File: src/rtl/sram_rw_port_arbiter.sv
// Shares one single-port masked SRAM (RW0_* macro interface) between a read and a write requester.
// Clears the array with a sweep after reset or flush, then round-robins contended accesses.
module sram_rw_port_arbiter #(
    parameter int                DEPTH    = 64,
    parameter int                ADDR_W   = 6,
    parameter int                DATA_W   = 6,
    parameter logic [DATA_W-1:0] INIT_VAL = '0
) (
    input  logic              clock,
    input  logic              reset,
    input  logic              flush,
    output logic              init_busy,
    input  logic              rd_valid,
    output logic              rd_ready,
    input  logic [ADDR_W-1:0] rd_addr,
    output logic              rd_resp_valid,
    output logic [DATA_W-1:0] rd_resp_data,
    input  logic              wr_valid,
    output logic              wr_ready,
    input  logic [ADDR_W-1:0] wr_addr,
    input  logic [DATA_W-1:0] wr_data,
    output logic              RW0_clk,
    output logic [ADDR_W-1:0] RW0_addr,
    output logic              RW0_en,
    output logic              RW0_wmode,
    output logic              RW0_wmask,
    output logic [DATA_W-1:0] RW0_wdata,
    input  logic [DATA_W-1:0] RW0_rdata
);

    // Handshake: a request is transferred in any cycle where valid and ready are both high;
    // ready is combinational from valid, state, flush and reset, and the requester may hold valid
    // until it sees ready. The read response has no backpressure and appears one cycle later.

    typedef enum logic {
        ST_INIT = 1'b0,
        ST_RUN  = 1'b1
    } state_t;

    localparam logic [ADDR_W-1:0] LAST_ADDR = ADDR_W'(DEPTH - 1);

    state_t            state;
    logic [ADDR_W-1:0] init_cnt;
    logic              prefer_wr;
    logic              resp_pending;
    logic [DATA_W-1:0] resp_data_q;

    logic run_ok;
    logic grant_wr;
    logic grant_rd;

    assign run_ok   = (state == ST_RUN) && !flush && !reset;
    assign grant_wr = run_ok && wr_valid && (!rd_valid || prefer_wr);
    assign grant_rd = run_ok && rd_valid && (!wr_valid || !prefer_wr);

    assign rd_ready  = grant_rd;
    assign wr_ready  = grant_wr;
    assign init_busy = (state == ST_INIT);
    assign RW0_clk   = clock;
    assign RW0_wmask = 1'b1;

    // A read still in flight when reset arrives is dropped rather than reported.
    assign rd_resp_valid = resp_pending && !reset;
    assign rd_resp_data  = rd_resp_valid ? RW0_rdata : resp_data_q;

    always_comb begin
        RW0_en    = 1'b0;
        RW0_wmode = 1'b0;
        RW0_addr  = '0;
        RW0_wdata = '0;
        if (state == ST_INIT) begin
            RW0_en    = 1'b1;
            RW0_wmode = 1'b1;
            RW0_addr  = init_cnt;
            RW0_wdata = INIT_VAL;
        end else if (grant_wr) begin
            RW0_en    = 1'b1;
            RW0_wmode = 1'b1;
            RW0_addr  = wr_addr;
            RW0_wdata = wr_data;
        end else if (grant_rd) begin
            RW0_en    = 1'b1;
            RW0_addr  = rd_addr;
        end
    end

    always_ff @(posedge clock) begin
        if (reset) begin
            state        <= ST_INIT;
            init_cnt     <= '0;
            prefer_wr    <= 1'b1;
            resp_pending <= 1'b0;
            resp_data_q  <= '0;
        end else begin
            resp_pending <= grant_rd;
            if (resp_pending) begin
                resp_data_q <= RW0_rdata;
            end
            // Pointer moves only when both sides competed; it then names the loser.
            if (rd_valid && wr_valid && (grant_rd || grant_wr)) begin
                prefer_wr <= grant_rd;
            end
            case (state)
                ST_INIT: begin
                    if (flush) begin
                        init_cnt <= '0;
                    end else if (init_cnt == LAST_ADDR) begin
                        init_cnt <= '0;
                        state    <= ST_RUN;
                    end else begin
                        init_cnt <= init_cnt + 1'b1;
                    end
                end
                ST_RUN: begin
                    if (flush) begin
                        init_cnt <= '0;
                        state    <= ST_INIT;
                    end
                end
                default: begin
                    state    <= ST_INIT;
                    init_cnt <= '0;
                end
            endcase
        end
    end

endmodule

File: config.mk
export PLATFORM = sky130hd
export DESIGN_NAME = sram_rw_port_arbiter
export DESIGN_NICKNAME = d
export VERILOG_FILES = /design/src/rtl/sram_rw_port_arbiter.sv
export SDC_FILE = /design/constraint.sdc
export NUM_CORES = 1
export LEC_CHECK = 0
export ABC_AREA = 0
export CORE_MARGIN = 1
export CORE_UTILIZATION = 25
export CTS_CLUSTER_SIZE = 10
export DETAILED_ROUTE_END_ITERATION = 8
export PLACE_DENSITY = 0.66
export SLEW_MARGIN = 10
export SYNTH_ARGS = -nofsm -noshare
export SYNTH_HDL_FRONTEND = slang
export SYNTH_SLANG_ARGS = --single-unit
export TNS_END_PERCENT = 30
File: constraint.sdc
create_clock -name clock -period 3.6 [get_ports clock]
set_input_delay 0.72 -clock clock [delete_from_list [all_inputs] [get_ports clock]]
set_output_delay 0.72 -clock clock [all_outputs]
set_load 0.005 [all_outputs]
==> flow_metrics.env <==
export IMPL_insertion_delay_ns=0.35
export IMPL_drive_gt1_share_pct=12.99
export IMPL_clk_pin_slew_ns=0.06
export IMPL_hp_class="register to register"
export IMPL_critPathKind="input pin to output port"
export IMPL_gp_congestion=0.7957
export IMPL_clock_skew_ns=0.001233
export IMPL_vdd_drop_max_mv=0.2993
export IMPL_grt_max_degree=16
export IMPL_drtIter0Drc=36
export IMPL_fillers=342
export IMPL_dr_pass1_iters=4
export IMPL_drc_errors=0
export IMPL_grt_pass1_vias=894
export IMPL_antenna_cells=0
export IMPL_setup_ws_ns=0.2110
export IMPL_port_buffers=53
export IMPL_synth_cell_types=33
export IMPL_seq_area_sq_um=300.3
export IMPL_ys_ff_latch=15
export IMPL_place_ws_ns=0.1792
export IMPL_grt_pass1_wl_mm=4.022
export IMPL_fin_nets=185
export IMPL_ios=55
export IMPL_hold_viol=0
export IMPL_avgViaCountPerCell=4.690
export IMPL_fin_crit_sh_pct=94.14
export IMPL_grt_antenna_before_repair=0
export IMPL_placed_cell_area_sq_um=1474
export IMPL_initial_utilization_pct=27.04
export IMPL_fmax_mhz=295.1
export IMPL_layout_commonest_cell="clkdlybuf4s50_1"
export IMPL_syn_num_nets=130
export IMPL_synth_area_sq_um=930.9
export IMPL_crit_path_end_kind="output port"
export IMPL_dieHeight_um=63.02
export IMPL_p_total_mw=0.4587
export IMPL_cp_max_fo=15
export IMPL_synth_main_ff_cell="dfxtp_1"
export IMPL_multi_input_area_sq_um=559.3
export IMPL_worstPathRequired_ns=2.88
export IMPL_wl_per_cell_um=12.03
export IMPL_outcome="finished clean"
export IMPL_syn_avg_cell_area_sq_um=9.309
export IMPL_yosysSeqAreaShare_pct=32.26
export IMPL_fp_coreArea_sq_um=3442
export IMPL_crit_arrival_ns=2.67
export IMPL_grt_overflow_total=0
export IMPL_design_area_sq_um=1560
export IMPL_p_leak_nw=0.5623
export IMPL_post_cts_buffers=0
export IMPL_finalCriticalPeriod_ns=3.389
export IMPL_drtAntennaViolNets=0
export IMPL_synth_edf_count=0
export IMPL_via_count=938
export IMPL_rsz0062_at_grt="false"
export IMPL_postCtsHoldBufs=0
export IMPL_synth_cells=100
export IMPL_yosys_warnings=0
export IMPL_start_kind="input pin"
export IMPL_maxCapViolations=0
export IMPL_fp_dieW_um=63.02
export IMPL_syn2layout_area_growth_pct=67.61
export IMPL_drv_slew=0
export IMPL_grt_util_all_layers_pct=13.26
export IMPL_place_hpwl_mm=1.892
export IMPL_final_setup_tns_ns=0
export IMPL_cts_tree="built"
export IMPL_final_cell_mix="53 x clkdlybuf4s50_1, 15 x dfxtp_1, 10 x nor2_1"
export IMPL_power_density_nw_per_um2=294.0
export IMPL_fp_dieArea_sq_um=3972
export IMPL_postRouteWirelength_mm=2.406
export IMPL_whs_ns=0.4977
export IMPL_rows=21
export IMPL_finalSetupViolCount=0
export IMPL_cts_resized=0
export IMPL_async_flop_share_pct=0
-- final cells by class --
| cell class | count | area share [%] |
|---|---|---|
| clock buffers | 8 | 6.175 |
| inverters | 1 | 0.2406 |
| multi-input cells | 75 | 35.85 |
| flip-flops and latches | 15 | 19.25 |
| well taps | 46 | 3.689 |
| repair buffers | 55 | 34.80 |
-- power by group --
group	leakage, nW	internal, mW	switching (mW)
logic	0.393	0.0333	0.0121
registers	0.121	0.167	0.00194
clock network	0.0482	0.168	0.0764
-- state kept, by name (all words and copies together), names as in the netlist --
signal	cells
init_cnt	6
prefer_wr	1
resp_data_q	6
resp_pending	1
state	1
-- worst paths after layout --
| check | end | startpoint | slack [ns] | cells after the start |
|---|---|---|---|---|
| setup / recovery | RW0_addr[0] | flush | 0.21 | 5 |
| setup reg to reg | state | init_cnt[0] | 2.31 | 4 |
| hold reg to reg | resp_data_q[5] | resp_data_q[5] | 0.50 | 2 |
| hold / removal | resp_data_q[5] | resp_data_q[5] | 0.50 | 2 |
-- per-layer routing --
metal | global-route usage [%] | up-vias | share of wire, %
met5 | 0 | - | 0
met4 | 8.430 | 0 | 1.2
met3 | 7.299 | 6 | 8.7
met2 | 20.16 | 41 | 46
met1 | 14.08 | 433 | 44
li1 | - | 458 | -
-- cell usage after synthesis (2+ instances only) --
cell | count | area, sq um
dfxtp_1 | 15 | 300.3
nor2_1 | 10 | 37.54
nor2b_1 | 8 | 50.05
mux2i_1 | 7 | 70.07
and2_1 | 6 | 37.54
mux2_2 | 6 | 67.56
nand2_1 | 5 | 18.77
a221o_1 | 4 | 40.04
buf_2 | 3 | 15.01
buf_6 | 3 | 33.78
a211oi_1 | 2 | 15.01
a21oi_1 | 2 | 10.01
a221o_2 | 2 | 22.52
a41oi_1 | 2 | 17.52
buf_4 | 2 | 15.01
nand2b_1 | 2 | 12.51
nand3_1 | 2 | 10.01
nand4b_1 | 2 | 17.52
o21ai_0 | 2 | 10.01
xor2_1 | 2 | 17.52
-- critical path, cell delays in order --
cell and delay [ns]:
clkdlybuf4s50_1 0.41, or2_1 0.32, nor3_4 0.48, a221o_1 0.24, clkdlybuf4s50_1 0.50
-- stage by stage --
step                      instances  util (%)
final                           200     45.33
after global routing            200     45.33
after CTS                       200     45.33
after detailed placement        193     42.82
after global placement          193     42.82
after floorplan                 100         -
-- logic make-up after synthesis --
kind of cell	share of synthesized area (%)
AOI/OAI and AO/OA	15.46
xor gates and xnor gates	2.823
adders and majority gates	1.344
buffers and inverters	7.659
DFF	32.26
muxes	14.78
other	0.4028
and+or+nand+nor	25.27
(Power assumes the default switching activity.)
